### src/rtl/fir_stream_pkg.sv
// fir_stream_pkg: shared types and constants for the FIR stream master
package fir_stream_pkg;

    typedef enum logic [3:0] {
        REG_STATUS = 4'h0,
        REG_RESULT = 4'h2,
        REG_SAMPLE = 4'h4
    } reg_addr_t;

    typedef enum logic [1:0] {
        HT_IDLE   = 2'b00,
        HT_BUSY   = 2'b01,
        HT_NONSEQ = 2'b10,
        HT_SEQ    = 2'b11
    } htrans_t;

    typedef enum logic [3:0] {
        S_IDLE, S_ACPT, S_WR_A, S_WR_D, S_SETTLE,
        S_POLL_A, S_POLL_D, S_RD_A, S_RD_D, S_OUT
    } state_t;

    localparam int          STATUS_BUSY_BIT = 0;
    localparam int          STATUS_ERR_BIT  = 8;
    localparam logic [2:0]  HSIZE_HALF      = 3'b001;

endpackage

### src/rtl/flex_counter.sv
// flex_counter: clearable up-counter that wraps to zero when it reaches rollover_val
module flex_counter #(
    parameter int NUM_CNT_BITS = 4
) (
    input  logic                    clk,
    input  logic                    n_rst,
    input  logic                    clear,
    input  logic                    count_enable,
    input  logic [NUM_CNT_BITS-1:0] rollover_val,
    output logic [NUM_CNT_BITS-1:0] count_out,
    output logic                    rollover_flag
);

    assign rollover_flag = count_enable && (count_out + NUM_CNT_BITS'(1) == rollover_val);

    // count up while enabled, wrapping on the increment that reaches rollover_val
    always_ff @(posedge clk or negedge n_rst) begin
        if (!n_rst)
            count_out <= '0;
        else if (clear)
            count_out <= '0;
        else if (count_enable)
            count_out <= rollover_flag ? '0 : count_out + NUM_CNT_BITS'(1);
    end

endmodule

### src/rtl/fir_stream_master.sv
// fir_stream_master: AHB-Lite master feeding the FIR slave from a sample stream (option: FIR_STREAM_STATUS_ERR_EN)
module fir_stream_master
    import fir_stream_pkg::*;
#(
    parameter int ADDR_WIDTH      = 4,
    parameter int DATA_WIDTH_BITS = 16,
    parameter int SETTLE_CYCLES   = 2,
    parameter int POLL_LIMIT      = 16
) (
    input  logic                       clk,
    input  logic                       n_rst,
    input  logic [DATA_WIDTH_BITS-1:0] sample_in,
    input  logic                       sample_valid,
    output logic                       sample_ready,
    output logic [DATA_WIDTH_BITS-1:0] result_out,
    output logic                       result_valid,
    input  logic                       result_ready,
    output logic                       err,
    input  logic                       clear_err,
    output logic                       hsel,
    output logic [1:0]                 htrans,
    output logic [ADDR_WIDTH-1:0]      haddr,
    output logic [2:0]                 hsize,
    output logic                       hwrite,
    output logic [DATA_WIDTH_BITS-1:0] hwdata,
    input  logic [DATA_WIDTH_BITS-1:0] hrdata,
    input  logic                       hresp
);

    localparam int CNT_MAX = (SETTLE_CYCLES > POLL_LIMIT) ? SETTLE_CYCLES : POLL_LIMIT;
    localparam int CNT_W   = $clog2(CNT_MAX + 1);

    state_t                     r_state;
    state_t                     w_next;
    htrans_t                    r_htrans;
    logic                       r_sample_ready, r_result_valid, r_err, r_hsel, r_hwrite;
    logic [ADDR_WIDTH-1:0]      r_haddr;
    logic [2:0]                 r_hsize;
    logic [DATA_WIDTH_BITS-1:0] r_sample, r_hwdata, r_result;
    logic [CNT_W-1:0]           w_cnt;
    logic                       w_cnt_flag, w_cnt_en, w_busy, w_stat_err, w_err_evt, w_addr_ph;

    // the settle count wraps to zero on its final cycle, so polling starts from a fresh count
    flex_counter #(.NUM_CNT_BITS(CNT_W)) u_cnt (
        .clk          (clk),
        .n_rst        (n_rst),
        .clear        (r_state == S_ACPT),
        .count_enable (w_cnt_en),
        .rollover_val (CNT_W'(r_state == S_SETTLE ? SETTLE_CYCLES : POLL_LIMIT)),
        .count_out    (w_cnt),
        .rollover_flag(w_cnt_flag)
    );

    assign w_cnt_en = (r_state == S_SETTLE) || (r_state == S_POLL_D);
    assign w_busy   = hrdata[STATUS_BUSY_BIT];
`ifdef FIR_STREAM_STATUS_ERR_EN
    assign w_stat_err = hrdata[STATUS_ERR_BIT];
`else
    assign w_stat_err = 1'b0;
`endif
    assign w_err_evt = (hresp && (r_state inside {S_WR_D, S_POLL_D, S_RD_D}))
                    || (r_state == S_POLL_D && (w_stat_err || (w_busy && w_cnt == CNT_W'(POLL_LIMIT - 1))));
    assign w_addr_ph = w_next inside {S_WR_A, S_POLL_A, S_RD_A};

    // next-state decode; any error event drops back to IDLE
    always_comb begin
        w_next = r_state;
        case (r_state)
            S_IDLE:   w_next = sample_valid ? S_ACPT : S_IDLE;
            S_ACPT:   w_next = S_WR_A;
            S_WR_A:   w_next = S_WR_D;
            S_WR_D:   w_next = hresp ? S_IDLE : S_SETTLE;
            S_SETTLE: w_next = w_cnt_flag ? S_POLL_A : S_SETTLE;
            S_POLL_A: w_next = S_POLL_D;
            S_POLL_D: w_next = w_err_evt ? S_IDLE : w_busy ? S_POLL_A : S_RD_A;
            S_RD_A:   w_next = S_RD_D;
            S_RD_D:   w_next = hresp ? S_IDLE : S_OUT;
            S_OUT:    w_next = result_ready ? S_IDLE : S_OUT;
            default:  w_next = S_IDLE;
        endcase
    end

    // state plus every output registered from the next state so they change only on the edge
    always_ff @(posedge clk or negedge n_rst) begin
        if (!n_rst) begin
            r_state        <= S_IDLE;
            r_sample_ready <= 1'b1;
            r_result_valid <= 1'b0;
            r_err          <= 1'b0;
            r_sample       <= '0;
            r_result       <= '0;
            r_hsel         <= 1'b0;
            r_htrans       <= HT_IDLE;
            r_haddr        <= '0;
            r_hsize        <= '0;
            r_hwrite       <= 1'b0;
            r_hwdata       <= '0;
        end else begin
            r_state        <= w_next;
            r_sample_ready <= (w_next == S_IDLE);
            r_result_valid <= (w_next == S_OUT);
            r_err          <= w_err_evt || (r_err && !clear_err);
            r_hsel         <= w_addr_ph;
            r_htrans       <= w_addr_ph ? HT_NONSEQ : HT_IDLE;
            if (r_state == S_IDLE && sample_valid)
                r_sample <= sample_in;
            if (w_addr_ph) begin
                r_haddr  <= ADDR_WIDTH'(w_next == S_WR_A ? REG_SAMPLE : w_next == S_POLL_A ? REG_STATUS : REG_RESULT);
                r_hwrite <= (w_next == S_WR_A);
                r_hsize  <= HSIZE_HALF;
            end
            if (w_next == S_WR_D)
                r_hwdata <= r_sample;
            if (r_state == S_RD_D && !hresp)
                r_result <= hrdata;
        end
    end

    assign sample_ready = r_sample_ready;
    assign result_valid = r_result_valid;
    assign result_out   = r_result;
    assign err          = r_err;
    assign hsel         = r_hsel;
    assign htrans       = r_htrans;
    assign haddr        = r_haddr;
    assign hsize        = r_hsize;
    assign hwrite       = r_hwrite;
    assign hwdata       = r_hwdata;

endmodule

### config.mk
export PLATFORM = sky130hd
export DESIGN_NAME = fir_stream_master
export DESIGN_NICKNAME = d
export VERILOG_FILES = /design/src/rtl/fir_stream_pkg.sv /design/src/rtl/flex_counter.sv /design/src/rtl/fir_stream_master.sv
export SDC_FILE = /design/constraint.sdc
export NUM_CORES = 1
export LEC_CHECK = 0
export CELL_PAD_IN_SITES_DETAIL_PLACEMENT = 2
export CELL_PAD_IN_SITES_GLOBAL_PLACEMENT = 2
export CORE_ASPECT_RATIO = 0.6
export CORE_MARGIN = 5
export CORE_UTILIZATION = 25
export DETAILED_ROUTE_END_ITERATION = 6
export DONT_BUFFER_PORTS = 1
export GPL_TIMING_DRIVEN = 0
export PLACE_DENSITY = 0.62
export RECOVER_POWER = 25
export SLEW_MARGIN = 20
export SYNTH_ARGS = -nofsm -noshare
export SYNTH_HDL_FRONTEND = slang
export SYNTH_HIERARCHICAL = 1
export SYNTH_SLANG_ARGS = --single-unit
### constraint.sdc
create_clock -name clk -period 3.2 [get_ports clk]
set_input_delay 0.48 -clock clk [delete_from_list [all_inputs] [get_ports clk]]
set_output_delay 0.48 -clock clk [all_outputs]
set_load 0.01 [all_outputs]
==> results.json <==
{
  "htree_levels": 3,
  "cts_made_buffers": 9,
  "ant_nets": 0,
  "ios": 84,
  "cts_tree": "done",
  "wire_per_inst_microns": 17.8,
  "intPower_w": 0.00247,
  "p_switching_w": 0.00133,
  "max_freq_mhz": 334,
  "critPathMaxFanout": 10,
  "leakage_nw": 1.48,
  "grt_pass1_wl_microns": 11900,
  "async_flop_share_pct": 100,
  "wl_microns": 7490,
  "dp_hpwl_microns": 5540,
  "vdd_drop_max_mv": 0.291,
  "cts_max_path_buffers": 2,
  "top_usage_layer": "met2",
  "drc": 0,
  "final_hold_viol_count": 0,
  "finalCritPeriodShare_pct": 93.7,
  "worstHoldPathType": "input pin to flip-flop",
  "violations": "capacitance limit, slew limit",
  "crit_type": "flip-flop to flip-flop",
  "die_h_microns": 95.2,
  "ys.flop_type": "dfrtp_1",
  "fin_tns_setup_ps": 0,
  "grt_use_met2_pct": 15.5,
  "layout_commonest_cell": "dfrtp_1",
  "cp-start-kind": "flip-flop",
  "met3_usage_pct": 4.94,
  "stdcell_count": 421,
  "multiInputGateArea_sq_um": 1280,
  "worst_hold_slack_ps": 261,
  "dp_cells": 404,
  "p_seq_share_pct": 40.9,
  "swShare_pct": 35.0,
  "track_usage_pct": 10.6,
  "fp.dieW_microns": 152,
  "ys_seq_elements": 64,
  "cp.required_ps": 3460,
  "synth_top_area_cell": "dfrtp_1",
  "syn_inst": 229,
  "finalMaxSlewViolations": 65,
  "cts.clk_slew.worst_paths_ps": 60,
  "io_buffers": 0,
  "final_cell_mix": "dfrtp_1, mux2_2, conb_1",
  "clock_latency_ps": 330,
  "run_status": "finished, violations left",
  "p_comb_share_pct": 33.1,
  "synth_area_sq_um": 3020,
  "fin_crit_ps": 3000,
  "rsz0062_at_grt": "no",
  "route.vias.total": 1868,
  "ys.warnings.count": 6,
  "postCtsSetupBuffers": 0,
  "rows": 31,
  "antenna_found_initial": 0,
  "setup_viol_count_final": 0,
  "worst_slew_pin_slew_ps": 1640,
  "synth_area_leaders": "dfrtp_1, mux2_2, buf_6, buf_4, xor2_1",
  "avgSynthCellArea_sq_um": 13.2,
  "fillerInstances": 1294,
  "grt_overflow": 0,
  "grt_start_max_net_pins": 65,
  "nets": 290,
  "die-area_sq_um": 14500,
  "dr.pass1.iters": 4,
  "root_buffer": "clkbuf_16",
  "start_util_pct": 25.3,
  "clockPowerShare_pct": 26.0,
  "maxCapViolCount": 1,
  "core_sq_um": 11900,
  "grt_pass1_vias": 2028,
  "arrival_ps": 3250,
  "yosysSeqAreaShare_pct": 53.0,
  "layout_setup_ws_ps": 203,
  "relSlewSlack_pct": -9.60,
  "crit_path_end_kind": "flip-flop",
  "finalWeightedCongestion": 0.711,
  "ys_types": 48,
  "yosys.area.top_type_share_pct": 52.2,
  "routed_via_density": 4.44,
  "synth_edf_count": 0,
  "finClkSkew_ps": 4.83,
  "syn_to_final_growth_pct": 18.4,
  "drtIter0Drc": 60,
  "cts_sinks": 64,
  "drive_gt1_share_pct": 39.5,
  "antenna_cells": 0,
  "dp_slack_ps": 245,
  "register_area_sq_um": 1600,
  "gr-usage-met1_pct": 14.0,
  "p_per_area_nw_per_um2": 1060
}
layer usage:
metal,part of all wire [%],vias up
met3,6.6,7
met4,0.91,0
met5,0,-
met1,48,954
met2,44,59
li1,-,848
sequential cells by signal, indices dropped and copies added, names as in the netlist:
register,flops
r_state,4
result_out,16
err,1
hwdata,16
hsize,1
r_sample,16
haddr,1
u_cnt/count_out,5
sample_ready,1
hwrite,1
result_valid,1
htrans,1
cells in the mapped netlist (2+ instances only):
cell,number
a21oi_1,5
a221o_2,2
buf_4,7
buf_6,9
dfrtp_1,63
inv_1,5
mux2_2,50
nand2_1,9
nand2b_1,3
nand2b_2,2
nand3_1,7
nand3b_1,2
nor2_1,6
nor2b_1,4
nor3_1,4
nor3_2,2
o211ai_1,4
o21ai_0,7
o22ai_1,3
xnor2_1,3
xor2_1,5
per-stage QoR:
stage	cell area, sq um	power (W)	util, %
finish	3580	0.00380	30.0
global route	3580	0.00406	30.0
CTS	3600	0.00388	30.1
detailed placement	3270	0.00283	27.3
global placement	3270	0.00277	27.3
floorplan	3060	0.00251	-
area by class of cell:
class	instances	area share [%]
buffer	17	4.44
multi-input combinational	153	35.8
timing repair buffer	1	0.140
clock inverter	6	1.89
sequential	64	44.8
clock buffer	10	6.68
tap	165	5.77
inverter	5	0.524
logic make-up (layout without fill, tap and decap cells):
kind of cell	count (synthesis)	after routing	synth area share, %
DFF	64	64	53.0
muxes	50	50	18.6
adders and majority gates	1	1	0.414
buffers and inverters	22	39	5.88
AOI/OAI and AO/OA	30	30	7.70
and+or+nand+nor	53	53	11.9
xor gates and xnor gates	8	8	2.32
other	1	11	0.124
path summary, 6_finish.rpt:
path                       cells after the start  slack, ps            endpoint        start
setup / recovery                              11        200        sample_ready   r_state[3]
hold / removal                                 1        260            haddr[1]    hrdata[0]
setup reg to reg                              11        200        sample_ready   r_state[3]
hold reg to reg                                1        500           hwdata[5]  r_sample[5]
max in group asynchronous                      1       1640  u_cnt/count_out[0]        n_rst
min in group asynchronous                      1        570      result_out[10]        n_rst
what timing repair did:
action	4_1_cts	5_1_grt
hold buffers	1	0
gates resized for setup	0	0
hold endpoints to repair	64	0
worst max-delay path, stage by stage (launching register included):
cell and delay [ps]:
dfrtp_1 380, buf_6 150, nand2b_2 240, nor3_2 320, inv_1 100, xor2_1 190, a2111oi_4 550, nor3_1 210
nand2_1 110, o22ai_1 80, a221o_2 410, nor3_2 180
power groups by stage:
stage	registers (W)	clock network [W]	logic [W]
4_1_cts	0.00157	0.00103	0.00128
6_report	0.00155	0.000989	0.00126
2_1_floorplan	0.00147	0	0.00104
5_1_grt	0.00161	0.00106	0.00139
3_5_place_dp	0.00158	0	0.00125
3_3_place_gp	0.00155	0	0.00121
No activity file was read; power rests on OpenSTA's default activity.
